## config.mk

```make
export PLATFORM = sky130hd
export DESIGN_NAME = pipeline_foreground_transform
export DESIGN_NICKNAME = d
export VERILOG_FILES = /design/src/rtl/pipeline_foreground_transform.sv
export SDC_FILE = /design/constraint.sdc
export NUM_CORES = 1
export LEC_CHECK = 0
export CAP_MARGIN = 10
export CELL_PAD_IN_SITES_DETAIL_PLACEMENT = 1
export CELL_PAD_IN_SITES_GLOBAL_PLACEMENT = 2
export CORE_MARGIN = 2
export CORE_UTILIZATION = 35
export CTS_CLUSTER_DIAMETER = 200
export DETAILED_ROUTE_END_ITERATION = 16
export PLACE_DENSITY = 0.86
export SYNTH_ARGS = -nofsm -noshare
export SYNTH_HDL_FRONTEND = slang
export SYNTH_SLANG_ARGS = --single-unit
```

## constraint.sdc

```tcl
create_clock -name clk -period 4.4 [get_ports clk]
set_input_delay 0.88 -clock clk [delete_from_list [all_inputs] [get_ports clk]]
set_output_delay 0.88 -clock clk [all_outputs]
set_load 0.01 [all_outputs]
```

## src/rtl/pipeline_foreground_transform.sv

```systemverilog
// Foreground placement stage: maps screen pixels to foreground-source coordinates through a
// power-of-two downscale, window offset and optional mirror, with frame-boundary shadowed control.
module pipeline_foreground_transform #(
  parameter int RESOLUTION_X = 640,
  parameter int RESOLUTION_Y = 480,
  parameter int COORD_W      = 10,
  parameter int SCALE_W      = 2
) (
  input  logic               clk,
  input  logic               rst_n,
  input  logic               in_valid,
  input  logic [COORD_W-1:0] pixel_x,
  input  logic [COORD_W-1:0] pixel_y,
  input  logic               ctrl_fg_enable,
  input  logic [SCALE_W-1:0] ctrl_fg_scale,
  input  logic               ctrl_fg_mirror_x,
  input  logic [COORD_W-1:0] fg_offset_x,
  input  logic [COORD_W-1:0] fg_offset_y,
  output logic               out_valid,
  output logic [COORD_W-1:0] fg_pixel_x,
  output logic [COORD_W-1:0] fg_pixel_y,
  output logic               fg_active
);

  localparam logic [COORD_W-1:0] RES_X_C = COORD_W'(RESOLUTION_X);
  localparam logic [COORD_W-1:0] RES_Y_C = COORD_W'(RESOLUTION_Y);

  // Shadowed configuration
  logic               en_q, en_d;
  logic [SCALE_W-1:0] scale_q, scale_d;
  logic               mirror_q, mirror_d;
  logic [COORD_W-1:0] off_x_q, off_x_d;
  logic [COORD_W-1:0] off_y_q, off_y_d;

  // Stage 1
  logic               s1_valid_q, s1_valid_d;
  logic [COORD_W-1:0] s1_dx_q, s1_dx_d;
  logic [COORD_W-1:0] s1_dy_q, s1_dy_d;
  logic               s1_in_win_q, s1_in_win_d;
  logic               s1_en_q, s1_en_d;
  logic [SCALE_W-1:0] s1_scale_q, s1_scale_d;
  logic               s1_mirror_q, s1_mirror_d;

  // Stage 2
  logic               out_valid_q, out_valid_d;
  logic               fg_active_q, fg_active_d;
  logic [COORD_W-1:0] fg_x_q, fg_x_d;
  logic [COORD_W-1:0] fg_y_q, fg_y_d;

  logic               frame_start;
  logic [COORD_W-1:0] win_w, win_h;
  logic [COORD_W:0]   end_x, end_y;
  logic [COORD_W-1:0] s2_win_w, s2_src_x;

  assign frame_start = in_valid && (pixel_x == '0) && (pixel_y == '0);

  // Shadow capture and stage 1; the frame-start pixel itself sees the freshly captured values.
  always_comb begin
    // NOTE: every always_comb output gets a default first so no path can infer a latch.
    en_d     = en_q;
    scale_d  = scale_q;
    mirror_d = mirror_q;
    off_x_d  = off_x_q;
    off_y_d  = off_y_q;
    if (frame_start) begin
      en_d     = ctrl_fg_enable;
      scale_d  = ctrl_fg_scale;
      mirror_d = ctrl_fg_mirror_x;
      off_x_d  = fg_offset_x;
      off_y_d  = fg_offset_y;
    end

    win_w = RES_X_C >> scale_d;
    win_h = RES_Y_C >> scale_d;
    // One extra bit keeps offset + window size from wrapping.
    end_x = {1'b0, off_x_d} + {1'b0, win_w};
    end_y = {1'b0, off_y_d} + {1'b0, win_h};

    s1_valid_d  = in_valid;
    s1_dx_d     = pixel_x - off_x_d;
    s1_dy_d     = pixel_y - off_y_d;
    s1_in_win_d = (pixel_x >= off_x_d) && ({1'b0, pixel_x} < end_x) &&
                  (pixel_y >= off_y_d) && ({1'b0, pixel_y} < end_y);
    s1_en_d     = en_d;
    s1_scale_d  = scale_d;
    s1_mirror_d = mirror_d;
  end

  // Stage 2: mirror, upscale, and zero the coordinates outside the window.
  always_comb begin
    s2_win_w    = RES_X_C >> s1_scale_q;
    s2_src_x    = s1_mirror_q ? (s2_win_w - 1'b1 - s1_dx_q) : s1_dx_q;
    out_valid_d = s1_valid_q;
    fg_active_d = s1_valid_q && s1_en_q && s1_in_win_q;
    fg_x_d      = '0;
    fg_y_d      = '0;
    if (fg_active_d) begin
      fg_x_d = s2_src_x << s1_scale_q;
      fg_y_d = s1_dy_q << s1_scale_q;
    end
  end

  // NOTE: sequential state uses non-blocking assignments so all flops update together.
  always_ff @(posedge clk or negedge rst_n) begin
    if (!rst_n) begin
      en_q        <= 1'b0;
      scale_q     <= '0;
      mirror_q    <= 1'b0;
      off_x_q     <= '0;
      off_y_q     <= '0;
      s1_valid_q  <= 1'b0;
      s1_dx_q     <= '0;
      s1_dy_q     <= '0;
      s1_in_win_q <= 1'b0;
      s1_en_q     <= 1'b0;
      s1_scale_q  <= '0;
      s1_mirror_q <= 1'b0;
      out_valid_q <= 1'b0;
      fg_active_q <= 1'b0;
      fg_x_q      <= '0;
      fg_y_q      <= '0;
    end else begin
      en_q        <= en_d;
      scale_q     <= scale_d;
      mirror_q    <= mirror_d;
      off_x_q     <= off_x_d;
      off_y_q     <= off_y_d;
      s1_valid_q  <= s1_valid_d;
      s1_dx_q     <= s1_dx_d;
      s1_dy_q     <= s1_dy_d;
      s1_in_win_q <= s1_in_win_d;
      s1_en_q     <= s1_en_d;
      s1_scale_q  <= s1_scale_d;
      s1_mirror_q <= s1_mirror_d;
      out_valid_q <= out_valid_d;
      fg_active_q <= fg_active_d;
      fg_x_q      <= fg_x_d;
      fg_y_q      <= fg_y_d;
    end
  end

  assign out_valid  = out_valid_q;
  assign fg_active  = fg_active_q;
  assign fg_pixel_x = fg_x_q;
  assign fg_pixel_y = fg_y_q;

endmodule

```

## After elaboration in Yosys (flattened, before gate mapping)

Cells that the tools add are included.

| storage, ports and cells | value |
|---|---|
| bits in registers | 68 |

| operators by class | value |
|---|---|
| shift-type cells | 5 |
| reductions and logical operators | 9 |
| $add $sub $neg | 6 |
| $lt $le $gt $ge | 4 |
| mux-type cells | 6 |

Operator list:

| kind | number |
|---|---|
| 10-bit 2-to-1 mux | 5 |
| 10-bit subtractor | 3 |
| 10-bit by 10-bit adder with 11-bit output | 2 |
| 10-bit by 11-bit < comparator with 1-bit output | 2 |
| 10-bit >= comparator | 2 |
| 10-bit logical NOT | 2 |
| 10-bit by 2-bit left shift with 10-bit output | 2 |
| 10-bit by 2-bit right shift with 10-bit output (first input constant) | 2 |
| 9-bit by 2-bit right shift with 10-bit output (first input constant) | 1 |
| 10-bit by 1-bit subtractor with 10-bit output (second input constant) | 1 |
| 1-bit logical AND | 7 |
| 2-bit 2-to-1 mux | 1 |

## Logic depth before layout (Yosys ltp)

| depth | value |
|---|---|
| word-level depth | 10 |
| mapped depth | 20 |
| depth with buffers taken out | 20 |

## Least setup slack after synthesis

Ideal clock, no wire load.

| path | value |
|---|---|
| path type | input to register |
| start point | in pixel_x[9] |
| end point | reg s1_in_win_q |
| required time | 4335 ps |
| slack | -299 ps |
| stages | 20 |
| arrival time | 4634 ps |
| cell sequence | nor4b_4 -> nand4_1 -> nor2_1 -> buf_2 -> mux2i_1 -> inv_1 -> ha_1 -> inv_1 -> fa_1 -> nor2b_1 -> or3_1 -> nor4_1 -> o31a_1 -> xor2_1 -> ha_1 -> a2111o_1 -> nor2_1 -> o21ai_0 -> o221ai_1 -> o211a_1 |

RTL lines:

| element | line | source |
|---|---|---|
| start, declared | 12 | `input logic [COORD_W-1:0] pixel_x,` |
| 10-bit logical NOT (*) | 55 | `assign frame_start = in_valid && (pixel_x == '0) && (pixel_y == '0);` |
| 1-bit logical AND (*) (2 in series) | 55 |  |
| 10-bit 2-to-1 mux (*) | 65 | `if (frame_start) begin` |
| named net off_y_d[2] | 33 | `logic [COORD_W-1:0] off_y_q, off_y_d;` |
| 10-bit by 10-bit adder with 11-bit output / 10-bit >= comparator (equally long branches) | 77, 83 |  |
| 10-bit by 11-bit < comparator with 1-bit output / 1-bit logical AND (equally long branches) | 83, 82 |  |
| 1-bit logical AND (*) | 83 | `(pixel_y >= off_y_d) && ({1'b0, pixel_y} < end_y);` |
| named net s1_in_win_d | 39 | `logic s1_in_win_q, s1_in_win_d;` |
| end signal, assigned | 131 | `s1_in_win_q <= s1_in_win_d;` |
| end, declared | 39 |  |

Mark *: on every way through the listed nets, which the timed path passes. The rest lies on a longest branch.
A chain may end at the register's enable or synchronous reset.

## Final worst setup path

| path | value |
|---|---|
| start point | in pixel_x[2] |
| end point | reg s1_in_win_q |

| between the ends | value |
|---|---|
| word-level cells in the longest chain between the ends | 10 |

Ends and longest elaborated chain:

| element | line | source |
|---|---|---|
| 10-bit logical NOT | 55 |  |
| 1-bit logical AND (2 in series) | 55 |  |
| 2-bit 2-to-1 mux | 65 |  |
| 10-bit by 2-bit right shift with 10-bit output | 73 | `win_w = RES_X_C >> scale_d;` |
| 10-bit by 10-bit adder with 11-bit output | 76 | `end_x = {1'b0, off_x_d} + {1'b0, win_w};` |
| 10-bit by 11-bit < comparator with 1-bit output | 82 | `s1_in_win_d = (pixel_x >= off_x_d) && ({1'b0, pixel_x} < end_x) &&` |
| 1-bit logical AND (2 in series) | 82 |  |
| 1-bit logical AND (*) | 83 |  |
| named net s1_in_win_d | 39 |  |

Marks and branches as above.

==> report_table.html <==
<table>
<tr><th>Metric</th><th>Value</th></tr>
<tr><th colspan="2">Layout</th></tr>
<tr><td>Cell Count, Final, Fillers Out</td><td>about 850</td></tr>
<tr><td>Total non-filler cell area in the finished layout</td><td>between 6000 and 7000 sq um</td></tr>
<tr><td>Diodes inserted</td><td>0</td></tr>
<tr><td>Number of nets in the final layout</td><td>767</td></tr>
<tr><td>Fill cells</td><td>~1.5k</td></tr>
<tr><td>Post-layout utilization of the core</td><td>a little over half</td></tr>
<tr><td>Commonest non-fill, non-tap cells in the layout</td><td>118 x sky130_fd_sc_hd__buf_4, 68 x sky130_fd_sc_hd__dfrtp_1, 49 x sky130_fd_sc_hd__ha_1, 46 x sky130_fd_sc_hd__clkdlybuf4s50_1, 45 x sky130_fd_sc_hd__inv_1</td></tr>
<tr><td>P&amp;R area growth vs syn</td><td>45.6%</td></tr>
<tr><td>Leading cell type in the layout, fill and taps excluded</td><td>sky130_fd_sc_hd__buf_4</td></tr>
<tr><td>Fraction of layout cells with a size suffix above 1</td><td>between 20% and 30%</td></tr>
<tr><th colspan="2">Yosys</th></tr>
<tr><td>Share of synthesized area occupied by flip-flops and latches</td><td>between 30% and 40%</td></tr>
<tr><td>Total nets after synthesis</td><td>578</td></tr>
<tr><td>Post-synthesis share of cell area spent on xor and xnor gates</td><td>5.55%</td></tr>
<tr><td>Main synth FF type</td><td>sky130_fd_sc_hd__dfrtp_1</td></tr>
<tr><td>Dominant combinational cell family by area after synthesis</td><td>adder cells</td></tr>
<tr><td>Post-Syn Area</td><td>~4700 sq um</td></tr>
<tr><td>Instance count of the mapped netlist</td><td>approximately 480</td></tr>
<tr><td>Area fraction in and, or, nand and nor cells after synthesis</td><td>approximately 14%</td></tr>
<tr><td>Number of synthesized register bits</td><td>68</td></tr>
<tr><td>Synth unique cells</td><td>55</td></tr>
<tr><td>Cell type contributing the most total cell area after synthesis</td><td>sky130_fd_sc_hd__dfrtp_1</td></tr>
<tr><td>Post-Synth Adder-Cell Area</td><td>14.9%</td></tr>
<tr><td>Synthesized-area fraction occupied by ao, oa, aoi and oai cells</td><td>roughly 14%</td></tr>
<tr><td>Count of flip-flops with a built-in enable after synthesis</td><td>0</td></tr>
<tr><td>Portion of netlist area occupied by mux cells</td><td>a little over 10%</td></tr>
<tr><td>Area share of the leading cell type in the synthesized netlist</td><td>36.0%</td></tr>
<tr><td>Top cells by area, synth</td><td>sky130_fd_sc_hd__dfrtp_1 36%, sky130_fd_sc_hd__ha_1 13%, sky130_fd_sc_hd__mux2i_1 5.3%</td></tr>
<tr><td>Fraction of registers with async set or reset after synthesis</td><td>100%</td></tr>
<tr><td>Synth warn</td><td>0</td></tr>
<tr><td>Avg Synthesized Cell Area</td><td>9.92 sq um</td></tr>
<tr><th colspan="2">Place</th></tr>
<tr><td>Placement Setup Slack</td><td>-789 ps</td></tr>
<tr><td>Placed Cells incl. Taps</td><td>812</td></tr>
<tr><td>Number of buffers added on ports</td><td>68</td></tr>
<tr><td>Hpwl dp</td><td>about 12 mm</td></tr>
<tr><td>Cell area after placement</td><td>about 6400 sq um</td></tr>
<tr><td>Global placer's final weighted congestion</td><td>between 0.8 and 0.9</td></tr>
<tr><th colspan="2">Routing</th></tr>
<tr><td>Total number of vias</td><td>approximately 4.4k</td></tr>
<tr><td>Number of remaining DRC errors</td><td>0</td></tr>
<tr><td>Routed wire length per instance</td><td>between 15 and 20 um</td></tr>
<tr><td>First-pass DRT Iterations</td><td>4</td></tr>
<tr><td>Number of nets still failing antenna checks after routing</td><td>0</td></tr>
<tr><td>Number of DRC violations after detailed-routing iteration 0</td><td>about 220</td></tr>
<tr><td>Final WL</td><td>roughly 16 mm</td></tr>
<tr><td>Drt via density</td><td>~5.2</td></tr>
<tr><th colspan="2">Timing</th></tr>
<tr><td>Worst Clk Skew</td><td>about 16 ps</td></tr>
<tr><td>Upper clock frequency limit</td><td>approximately 0.22 GHz</td></tr>
<tr><td>Share of the clock period used by the worst path after layout</td><td>104%</td></tr>
<tr><td>Unrepaired setup endpoints after global routing</td><td>true</td></tr>
<tr><td>Slew at the pin with the worst max-slew slack</td><td>~980 ps</td></tr>
<tr><td>Number of failing hold endpoints at the final stage</td><td>0</td></tr>
<tr><td>Min Hold Slack</td><td>roughly 390 ps</td></tr>
<tr><td>Final setup viols</td><td>1</td></tr>
<tr><td>Total negative setup slack</td><td>-164 ps</td></tr>
<tr><td>Pins over their slew limit</td><td>0</td></tr>
<tr><td>Worst slew margin relative to its limit</td><td>approximately a third</td></tr>
<tr><td>Shortest clock period the worst path allows after layout</td><td>4560 ps</td></tr>
<tr><td>Smallest setup slack after layout</td><td>-164 ps</td></tr>
<tr><th colspan="2">Clock tree</th></tr>
<tr><td>Buffer type at the clock tree root</td><td>sky130_fd_sc_hd__clkbuf_16</td></tr>
<tr><td>CTS tree</td><td>built</td></tr>
<tr><td>Quantity of hold-fixing buffers added after cts</td><td>0</td></tr>
<tr><td>Clk_lat worst skew</td><td>between 300 and 400 ps</td></tr>
<tr><td>H-tree depth reported by CTS</td><td>3</td></tr>
<tr><td>Number of sinks on the clock net</td><td>68</td></tr>
<tr><td>Clock-pin slew on the worst setup and hold paths</td><td>70 ps</td></tr>
<tr><td>Number of buffers added by the clock tree synthesis step</td><td>9</td></tr>
<tr><td>Clock buffer depth</td><td>2</td></tr>
<tr><th colspan="2">Setup path</th></tr>
<tr><td>Largest fanout on the critical path</td><td>4</td></tr>
<tr><td>Critical path capture point type</td><td>register</td></tr>
<tr><td>Cells on worst reg2reg path</td><td>19</td></tr>
<tr><td>Required time reported for the critical path endpoint</td><td>4700 ps</td></tr>
<tr><td>Worst reg2reg endpoint</td><td>s1_in_win_q$_DFF_PN0_</td></tr>
<tr><td>Kind of critical path</td><td>input port to register</td></tr>
<tr><td>R2R setup slack</td><td>a little under 800 ps</td></tr>
<tr><td>WP data arrival</td><td>4860 ps</td></tr>
<tr><td>Reg2Reg Launch Point</td><td>s1_scale_q[0]$_DFF_PN0_</td></tr>
<tr><td>CP Launch Type</td><td>input port</td></tr>
<tr><td>Critical Path Source</td><td>pixel_x[2]</td></tr>
<tr><th colspan="2">Floorplanning</th></tr>
<tr><td>Core box area</td><td>approximately 13000 sq um</td></tr>
<tr><td>Initial core utilization</td><td>a little over a third</td></tr>
<tr><td>DIE WIDTH</td><td>around 120 um</td></tr>
<tr><td>Die span in y</td><td>roughly 120 um</td></tr>
<tr><td>Die Outline Area</td><td>about 14000 sq um</td></tr>
<tr><td>Ports placed on the boundary</td><td>69</td></tr>
<tr><td>Placement Rows</td><td>42</td></tr>
<tr><th colspan="2">Global routing</th></tr>
<tr><td>Vias in the first global route</td><td>between 4k and 5k</td></tr>
<tr><td>Total congestion overflow</td><td>0</td></tr>
<tr><td>Overall routing resource usage</td><td>approximately 22%</td></tr>
<tr><td>Number of antenna violations at the first check in global routing</td><td>0</td></tr>
<tr><td>Maximum number of pins on one net before global-route repair</td><td>48</td></tr>
<tr><td>Wire length of the first global-routing pass</td><td>24.7 mm</td></tr>
<tr><th colspan="2">Power and ir drop</th></tr>
<tr><td>Pleak</td><td>roughly 3.3 nW</td></tr>
<tr><td>Total design power</td><td>around 1.7 mW</td></tr>
<tr><td>Pwr/cell area</td><td>about 240 nW/um^2</td></tr>
<tr><td>Peak supply drop</td><td>0.119 mV</td></tr>
<tr><th colspan="2">Status</th></tr>
<tr><td>Run status</td><td>complete, but fails checks</td></tr>
<tr><td>Violations in the final reports</td><td>negative setup slack</td></tr>
<tr><th colspan="2">Hold path</th></tr>
<tr><td>Count of cells along the worst hold path</td><td>0</td></tr>
<tr><td>Path category of the worst min-delay check</td><td>register to register</td></tr>
<tr><td>Hold path endpoint</td><td>out_valid$_DFF_PN0_</td></tr>
<tr><td>Launch point of the worst hold path</td><td>out_valid_d$_DFF_PN0_</td></tr>
<tr><th colspan="2">Flow run</th></tr>
<tr><td>Total of max-cap violations</td><td>0</td></tr>
</table>
-- flip-flops by register name, summed over array words and instances (netlist names) --
name / flops
s1_mirror_q: 1
s1_in_win_q: 1
out_valid_d: 1
fg_active: 1
fg_pixel_x: 10
s1_en_q: 1
s1_scale_q: 2
off_y_q: 10
s1_dy_q: 10
fg_pixel_y: 10
off_x_q: 10
s1_dx_q: 10
out_valid: 1
-- timing repair --
item                                    in CTS  in global routing
gates resized for setup                     74                 17
endpoints found under the setup margin       2                  2
setup buffers                               10                  9
pin swaps                                   18                 16
gates cloned                                 0                  0
-- synth_stat cells, types with 2 or more instances --
| master | count |
|---|---|
| sky130_fd_sc_hd__dfrtp_1 | 68 |
| sky130_fd_sc_hd__ha_1 | 50 |
| sky130_fd_sc_hd__inv_1 | 49 |
| sky130_fd_sc_hd__nor2_1 | 29 |
| sky130_fd_sc_hd__a21oi_1 | 27 |
| sky130_fd_sc_hd__nand2_1 | 26 |
| sky130_fd_sc_hd__mux2i_1 | 25 |
| sky130_fd_sc_hd__xnor2_1 | 20 |
| sky130_fd_sc_hd__o21ai_0 | 19 |
| sky130_fd_sc_hd__o21a_1 | 13 |
| sky130_fd_sc_hd__nor3_1 | 12 |
| sky130_fd_sc_hd__nand3_1 | 10 |
| sky130_fd_sc_hd__nor2b_1 | 10 |
| sky130_fd_sc_hd__xor2_1 | 10 |
| sky130_fd_sc_hd__a211oi_1 | 9 |
| sky130_fd_sc_hd__mux2_2 | 9 |
| sky130_fd_sc_hd__and2_1 | 8 |
| sky130_fd_sc_hd__mux4_2 | 6 |
| sky130_fd_sc_hd__a21o_1 | 5 |
| sky130_fd_sc_hd__and3_1 | 5 |
| sky130_fd_sc_hd__nand4_1 | 5 |
| sky130_fd_sc_hd__clkbuf_1 | 4 |
| sky130_fd_sc_hd__fa_1 | 4 |
| sky130_fd_sc_hd__nor4_1 | 4 |
| sky130_fd_sc_hd__o31a_1 | 4 |
| sky130_fd_sc_hd__or3_1 | 4 |
| sky130_fd_sc_hd__buf_1 | 3 |
| sky130_fd_sc_hd__buf_2 | 3 |
| sky130_fd_sc_hd__o211ai_1 | 3 |
| sky130_fd_sc_hd__or2_2 | 3 |
| sky130_fd_sc_hd__a311o_1 | 2 |
| sky130_fd_sc_hd__a31oi_1 | 2 |
| sky130_fd_sc_hd__nor4_4 | 2 |
| sky130_fd_sc_hd__o2111ai_1 | 2 |
| sky130_fd_sc_hd__o31ai_1 | 2 |
-- layer usage --
layer | track usage [%] | routed length, um | vias to the layer above
li1 | - | - | 2085
met1 | 25.6 | 6390 | 2160
met2 | 38.7 | 7780 | 135
met3 | 4.06 | 695 | 47
met4 | 12.4 | 723 | 0
met5 | 0 | 0 | -
-- cell families (layout without fill, tap and decap cells) --
kind of cell,count (synthesis),after routing
xor gates and xnor gates,30,30
DFF,68,68
muxes,40,40
AOI/OAI and AO/OA,100,100
adders and majority gates,54,54
and+or+nand+nor,124,124
buffers and inverters,61,255
-- area by class of cell --
class / count / area, sq um / share of cell area (%)
Inverter: 51 / 191 / 2.78
Clock inverter: 6 / 63.8 / 0.926
Sequential cell: 68 / 1700 / 24.7
Tap cell: 176 / 220 / 3.20
Timing Repair Buffer: 188 / 1560 / 22.6
Multi-Input combinational cell: 348 / 2920 / 42.4
Clock buffer: 10 / 239 / 3.47
-- worst max-delay path by stage --
stage / slack, ps / endpoint
after global placement: -640 / s1_in_win_q$_DFF_PN0_
after floorplan: -50 / s1_in_win_q$_DFF_PN0_
after detailed placement: -790 / s1_in_win_q$_DFF_PN0_
after CTS: -240 / s1_in_win_q$_DFF_PN0_
after global routing: -330 / s1_in_win_q$_DFF_PN0_
final: -160 / s1_in_win_q$_DFF_PN0_
-- worst max-delay path, stage by stage --
cell,delay (ps)
sky130_fd_sc_hd__buf_2,150
sky130_fd_sc_hd__nor4_4,320
sky130_fd_sc_hd__nand4_1,230
sky130_fd_sc_hd__nor2_4,280
sky130_fd_sc_hd__buf_6,160
sky130_fd_sc_hd__a21oi_4,70
sky130_fd_sc_hd__nor2_2,150
sky130_fd_sc_hd__ha_2,220
sky130_fd_sc_hd__inv_2,40
sky130_fd_sc_hd__fa_2,340
sky130_fd_sc_hd__nor2b_2,160
sky130_fd_sc_hd__buf_4,130
sky130_fd_sc_hd__nor3_2,30
sky130_fd_sc_hd__o31a_1,110
sky130_fd_sc_hd__o31a_1,330
sky130_fd_sc_hd__xor2_1,150
sky130_fd_sc_hd__ha_1,290
sky130_fd_sc_hd__a2111o_1,390
sky130_fd_sc_hd__nor2_1,100
sky130_fd_sc_hd__o21ai_1,70
sky130_fd_sc_hd__o221ai_1,90
sky130_fd_sc_hd__o211a_1,170
-- power by group --
| group | total [mW] | switching, mW | internal [mW] | leakage, nW |
|---|---|---|---|---|
| sequential | 0.656 | 0.0117 | 0.644 | 0.887 |
| clock | 0.746 | 0.293 | 0.453 | 0.144 |
| combinational | 0.256 | 0.126 | 0.130 | 2.30 |
Power figures use the tool's default switching activity.
